$ cat src/rtl/fixed_divide.sv
// fixed_divide
//
// Iterative signed fixed-point divider, c = a / b. Both operands and the
// result share one two's-complement fixed-point format. One quotient bit is
// produced per clock using a restoring shift-subtract loop on magnitudes. The
// sign is applied and the range is checked at the end.
//
// Parameters
//   BITS       total word width of a, b and c
//   PRECISION  format string; its last two characters give the decimal
//              number of fraction bits (e.g. "FIXED_04_04" -> 4)
//
// Ports
//   clk          clock, rising edge
//   rst_n        asynchronous active-low reset
//   in_valid     operands valid
//   in_ready     divider idle, operands accepted when in_valid is also high
//   a, b         dividend, divisor
//   out_valid    one-cycle pulse, c and flags valid
//   c            quotient
//   div_by_zero  result flag: divisor was zero
//   overflow     result flag: true quotient does not fit in BITS
//
// Build option
//   FIXED_DIVIDE_SATURATE_EN  when defined, overflow and divide-by-zero
//                             saturate c. Otherwise overflow wraps and
//                             divide-by-zero returns 0.
//
// state | meaning
// ------+------------------------------------------------------------
// IDLE  | waiting for operands, in_ready high
// BUSY  | shift-subtract iterations, one quotient bit per cycle
// DONE  | result presented for one cycle, out_valid high

module fixed_divide #(
    parameter int          BITS      = 8,
    parameter logic [87:0] PRECISION = "FIXED_04_04"
) (
    input  logic                   clk,
    input  logic                   rst_n,
    input  logic                   in_valid,
    output logic                   in_ready,
    input  logic signed [BITS-1:0] a,
    input  logic signed [BITS-1:0] b,
    output logic                   out_valid,
    output logic signed [BITS-1:0] c,
    output logic                   div_by_zero,
    output logic                   overflow
);

    localparam int FRACTION = 10 * (int'(PRECISION[15:8]) - 48)
                            + (int'(PRECISION[7:0]) - 48);
    localparam int N  = BITS + FRACTION;
    localparam int CW = (N > 1) ? $clog2(N) : 1;

    localparam logic [CW-1:0]   CNT_INIT  = CW'(N - 1);
    // Largest magnitudes that still fit for a negative / positive result.
    localparam logic [N-1:0]    Q_LIM_NEG = N'(1) << (BITS - 1);
    localparam logic [N-1:0]    Q_LIM_POS = Q_LIM_NEG - N'(1);
    localparam logic [BITS-1:0] SAT_POS   = {1'b0, {(BITS-1){1'b1}}};
    localparam logic [BITS-1:0] SAT_NEG   = {1'b1, {(BITS-1){1'b0}}};

    typedef enum logic [1:0] {
        IDLE = 2'd0,
        BUSY = 2'd1,
        DONE = 2'd2
    } state_t;

    state_t state, state_nxt;

    logic [CW-1:0]   cnt;
    logic            sign;
    logic [BITS-1:0] b_mag;
    logic [N-1:0]    dq;      // dividend bits shift out the top, quotient bits shift in the bottom
    logic [BITS:0]   rem;

    logic            accept;
    logic [BITS-1:0] a_abs;
    logic [BITS-1:0] b_abs;
    logic [BITS:0]   rem_shift;
    logic [BITS+1:0] rem_diff;
    logic            ge;
    logic [BITS:0]   rem_nxt;
    logic [N-1:0]    dq_nxt;
    logic [BITS-1:0] q_low_signed;
    logic            fin_ovf;
    logic [BITS-1:0] fin_c;
    logic [BITS-1:0] dz_c;

    // ---------------- FSM ----------------
    always_ff @(posedge clk or negedge rst_n) begin
        if (!rst_n) state <= IDLE;
        else        state <= state_nxt;
    end

    always_comb begin
        state_nxt = state;
        in_ready  = 1'b0;
        out_valid = 1'b0;
        case (state)
            IDLE: begin
                in_ready = 1'b1;
                if (in_valid) state_nxt = (b == '0) ? DONE : BUSY;
            end
            BUSY: begin
                if (cnt == '0) state_nxt = DONE;
            end
            DONE: begin
                out_valid = 1'b1;
                state_nxt = IDLE;
            end
            default: state_nxt = IDLE;
        endcase
    end

    assign accept = in_valid && (state == IDLE);

    // ---------------- datapath ----------------
    always_comb begin
        // Negating the most negative value wraps back to itself, which read
        // as unsigned is exactly 2^(BITS-1), the correct magnitude.
        a_abs = a[BITS-1] ? (~a + 1'b1) : a;
        b_abs = b[BITS-1] ? (~b + 1'b1) : b;

        rem_shift = {rem[BITS-1:0], dq[N-1]};
        rem_diff  = {1'b0, rem_shift} - {2'b00, b_mag};
        // A set top remainder bit means the shifted value exceeds any divisor.
        ge        = rem[BITS] | ~rem_diff[BITS+1];
        rem_nxt   = ge ? rem_diff[BITS:0] : rem_shift;
        dq_nxt    = {dq[N-2:0], ge};

        // Low BITS of the negated magnitude equal the low BITS of the
        // full-width two's-complement result, so only those are formed.
        q_low_signed = sign ? (~dq_nxt[BITS-1:0] + 1'b1) : dq_nxt[BITS-1:0];
        fin_ovf      = sign ? (dq_nxt > Q_LIM_NEG) : (dq_nxt > Q_LIM_POS);
`ifdef FIXED_DIVIDE_SATURATE_EN
        fin_c = fin_ovf ? (sign ? SAT_NEG : SAT_POS) : q_low_signed;
        dz_c  = a[BITS-1] ? SAT_NEG : SAT_POS;
`else
        fin_c = q_low_signed;
        dz_c  = '0;
`endif
    end

    always_ff @(posedge clk or negedge rst_n) begin
        if (!rst_n) begin
            cnt         <= '0;
            sign        <= 1'b0;
            b_mag       <= '0;
            dq          <= '0;
            rem         <= '0;
            c           <= '0;
            div_by_zero <= 1'b0;
            overflow    <= 1'b0;
        end else begin
            if (accept) begin
                sign  <= a[BITS-1] ^ b[BITS-1];
                b_mag <= b_abs;
                dq    <= N'(a_abs) << FRACTION;
                rem   <= '0;
                if (b == '0) begin
                    // No iterations: result is registered now so it is
                    // valid during the DONE cycle that follows.
                    cnt         <= '0;
                    c           <= dz_c;
                    div_by_zero <= 1'b1;
                    overflow    <= 1'b0;
                end else begin
                    cnt <= CNT_INIT;
                end
            end else if (state == BUSY) begin
                rem <= rem_nxt;
                dq  <= dq_nxt;
                if (cnt == '0) begin
                    // Last quotient bit: register the finished result so it
                    // is presented in DONE.
                    c           <= fin_c;
                    overflow    <= fin_ovf;
                    div_by_zero <= 1'b0;
                end else begin
                    cnt <= cnt - CW'(1);
                end
            end
        end
    end

endmodule

$ cat config.mk
export PLATFORM = sky130hd
export DESIGN_NAME = fixed_divide
export DESIGN_NICKNAME = d
export VERILOG_FILES = /design/src/rtl/fixed_divide.sv
export SDC_FILE = /design/constraint.sdc
export NUM_CORES = 1
export LEC_CHECK = 0
export CORE_MARGIN = 1.5
export CORE_UTILIZATION = 51
export DETAILED_ROUTE_END_ITERATION = 8
export PLACE_DENSITY = 0.76
export SYNTH_ARGS = -nofsm -noshare
export SYNTH_HDL_FRONTEND = slang
export SYNTH_SLANG_ARGS = --single-unit
$ cat constraint.sdc
create_clock -name clk -period 2.7 [get_ports clk]
set_input_delay 0.405 -clock clk [delete_from_list [all_inputs] [get_ports clk]]
set_output_delay 0.405 -clock clk [all_outputs]
set_load 0.01 [all_outputs]
==> summary.txt <==
Cells and area
  – Layout Cell Area excl Fill: 0.00341 sq mm
  – Ant diodes: 0
  – Total number of nets in the final design: 390
  – Layout area overhead: 19.8%
  – Share of final-layout standard cells stronger than drive strength 1: 0.120
  – Final cell count without fillers: 431

Power and ir drop
  – Fraction of power consumed by the clock network: 0.125
  – Leakage: 0.00147 uW
  – Peak VDD IR: 443 uV
  – Power per cell area: 1210 mW/mm^2
  – Cell-internal power: 2360 uW
  – Portion of total power attributed to combinational logic: 0.560
  – Proportion of total power due to net switching: 0.428
  – Net Switching: 1770 uW
  – Proportion of power drawn by flip-flops and latches: 0.315

Critical path
  – Max Fanout on Critical Path: 6
  – Kind of start point of the critical path: flip-flop
  – Worst-case register-to-register setup slack: 0.13 ns
  – Source of the worst register-to-register timing path: b_mag[4]
  – Worst Setup EP: c[6]
  – Chain of cells forming the critical path: inv_2 > ha_4 > a211oi_2 > nor2_1 > or3_4 > a21o_4 > inv_2 > ha_4 > nand2b_4 > o41ai_2 > xor2_1 > o21ai_0
  – Critical path depth: 12
  – Type of the setup path with the least slack: reg2reg
  – Critical-path cell with the highest stage delay: sky130_fd_sc_hd__dfrtp_1
  – Critical R2R Capture: c[6]
  – R2R cell count: 12
  – Largest stage delay, worst path: 0.40 ns
  – Critical path's top delay family: compound AO/OA/AOI/OAI gates
  – Startpoint of the most critical setup path: b_mag[4]
  – Count of buffer and inverter cells on the critical path: 2
  – WP data required: 2.90 ns
  – Critical path arrival: 2.77 ns
  – Endpoint kind of the worst setup timing path: flip-flop

Global route
  – Overall fraction of global-route tracks in use: 0.221
  – Global-route wire length before repair: 10,600 um
  – Antenna violations before repair: 0
  – GR Layer Usage met3: 0.0376
  – Met2 Use GR: 0.347
  – Peak-usage layer in the global routing report: met2
  – Residual overflow from global routing: 0
  – Largest net degree at the start of global routing: 25
  – Number of global-route vias before repair: 2,252
  – Met1 demand-to-capacity share in global routing: 0.310

Logic synthesis
  – Number of cells produced by synthesis: 326
  – Leading register cell type out of synthesis: sky130_fd_sc_hd__dfrtp_1
  – Total nets after synthesis: 358
  – Post-synth ARST share: 1.00
  – Synth Cell Area: 0.00285 sq mm
  – Flop and latch count out of synthesis: 46
  – Warning count from the yosys run: 0
  – Number of unique standard cell types used by synthesis: 55
  – Sequential cell area fraction in the yosys report: 0.404
  – Mean post-synth cell area: 8.74 sq um
  – EDFF count, synth: 0

STA
  – Transition time at the pin with the least slew margin: 0.567 ns
  – Min Tclk post-route: 2.57 ns
  – Number of hold violations in the final report: 0
  – Period utilisation layout: 0.951
  – Setup_tns: 0 ns
  – Worst slew margin: 0.619
  – Setup Viol. Count Final: 0
  – Fmax achieved: 389 MHz
  – RSZ-0062 raised after global routing: no
  – Clock skew: 0.00971 ns
  – Count of final max-slew check failures: 0

Clocking
  – Clock slew at reported path FFs: 0.09 ns
  – Source-to-sink clock delay at the later pin of the worst-skew pair: 0.31 ns
  – Clock Path Buffers: 2
  – Number of levels in the clock H-tree: 2
  – Sinks on Clock Net: 46
  – Cts-stage hold buffer count: 0
  – Clock tree from TritonCTS: done
  – Clock buffer count from CTS: 5
  – Clock Root Buffer: sky130_fd_sc_hd__clkbuf_8

Die
  – Chip height: 77.7 um
  – Starting utilization of the core area: 0.524
  – Num ports: 31
  – Core Rows: 27
  – Die X: 77.7 um
  – Die ar.: 0.00604 sq mm
  – Placeable core region: 0.00544 sq mm

Placement
  – Cell count after placement: 421
  – Placed wire-length estimate after detailed placement: 4440 um
  – Global placement routability congestion: 0.836
  – DP Area: 0.00322 sq mm
  – Port-buffer cells: 30

Route
  – Vias per cell: 5.55
  – Post-detailed-route DRC marker count: 0
  – Via count: 2,392
  – Detailed-route wire length: 6130 um
  – Post-detailed-route wirelength per cell: 14.2 um
  – Post-route ant nets: 0
  – Router iterations before antenna repair: 4
  – Initial DRC Count: 134

Min path
  – Worst hold-check path type: in2async

Status
  – Run status: completed

Run
  – MaxCap Viol Count: 0
==> through the flow <==
step	setup WS [ns]	hold slack [ns]	total power, uW	utilization
5_1_grt	0.0215	0.104	4520	0.627
3_3_place_gp	0.119	0.415	3340	0.591
4_1_cts	0.0386	0.0749	3940	0.611
3_5_place_dp	0.0427	0.413	3410	0.591
6_report	0.132	0.0566	4130	0.627
2_1_floorplan	0.0228	0.109	2860	-
==> placed cells by master, fill, tap and decap left out, drive strengths merged, types with 9 or more instances in the layout <==
master | netlist | final
nand2b | 9 | 9
ha | 12 | 12
xnor2 | 10 | 10
a21oi | 16 | 16
nand2 | 46 | 46
inv | 18 | 18
o21ai | 26 | 26
nor2 | 19 | 19
dfrtp | 46 | 46
nand3 | 27 | 27
clkdlybuf4s50 | 0 | 29
buf | 3 | 14
==> worst register-to-register path: cells and delay by family, from the launching register on <==
family	cells	cell delay, ns
buf+inv	2	0.16
xor+xnor	1	0.18
compound gates	4	0.87
fa+ha+maj	2	0.37
flops	1	0.40
simple gates	3	0.50
==> power by group through the flow <==
stage	clock [uW]	combinational (uW)	sequential, uW
global route	559	2620	1350
finish	519	2310	1300
global placement	0	2050	1280
detailed placement	0	2120	1290
CTS	529	2130	1280
floorplan	0	1630	1230
==> worst min path at each step <==
| stage | start | to | depth (start not counted) |
|---|---|---|---|
| 2_1_floorplan | rst_n | b_mag[0] | 0 |
| 5_1_grt | rst_n | c[4] | 1 |
| 6_report | rst_n | c[3] | 1 |
| 3_5_place_dp | rst_n | c[3] | 1 |
| 3_3_place_gp | rst_n | c[3] | 1 |
| 4_1_cts | rst_n | c[3] | 1 |
==> per-layer routing <==
metal  routed length [um]  up-vias
met4                   82        0
li1                     -     1215
met3                  188        6
met2                 2930       36
met5                    0        -
met1                 2930     1135
==> state kept, by name (all words and copies together), names as in the netlist <==
signal       count
overflow         1
b_mag            8
state            2
div_by_zero      1
sign             1
c                8
dq              12
rem              9
cnt              4
==> cells in the mapped netlist (all sizes together) (7+ instances only) <==
| cell type | count | share of area |
|---|---|---|
| dfrtp | 46 | 0.40 |
| xnor2 | 10 | 0.031 |
| nand3 | 27 | 0.047 |
| ha | 12 | 0.053 |
| inv | 18 | 0.024 |
| xor2 | 7 | 0.022 |
| a31oi | 8 | 0.018 |
| a21oi | 16 | 0.029 |
| nand2 | 46 | 0.062 |
| o21ai | 26 | 0.046 |
| clkbuf | 15 | 0.027 |
| nand2b | 9 | 0.020 |
| nor3 | 8 | 0.018 |
| nor2 | 19 | 0.025 |
==> cells by family after synthesis <==
kind of cell | after synthesis | share of synthesized area
AO/OA/AOI/OAI | 73 | 0.164
XOR/XNOR | 17 | 0.0523
adder cells (fa/ha/maj) | 13 | 0.0598
buffers and inverters | 36 | 0.0589
flip-flops | 46 | 0.404
multiplexers | 4 | 0.0158
AND/OR/NAND/NOR | 137 | 0.245
==> cell type report <==
| type | instances | area, sq um |
|---|---|---|
| Clock buffer | 6 | 72.6 |
| Clock inverter | 2 | 37.5 |
| Fill cell | 469 | 2030 |
| Inverter | 18 | 67.6 |
| Multi-Input combinational cell | 244 | 1600 |
| Sequential cell | 46 | 1150 |
| Tap cell | 72 | 90.1 |
| Timing Repair Buffer | 43 | 393 |
==> timing repair <==
action                     CTS  global route
gates resized for setup      0            11
setup endpoints to repair    0             2
buffers inserted             0             2
(Power assumes the default switching activity.)
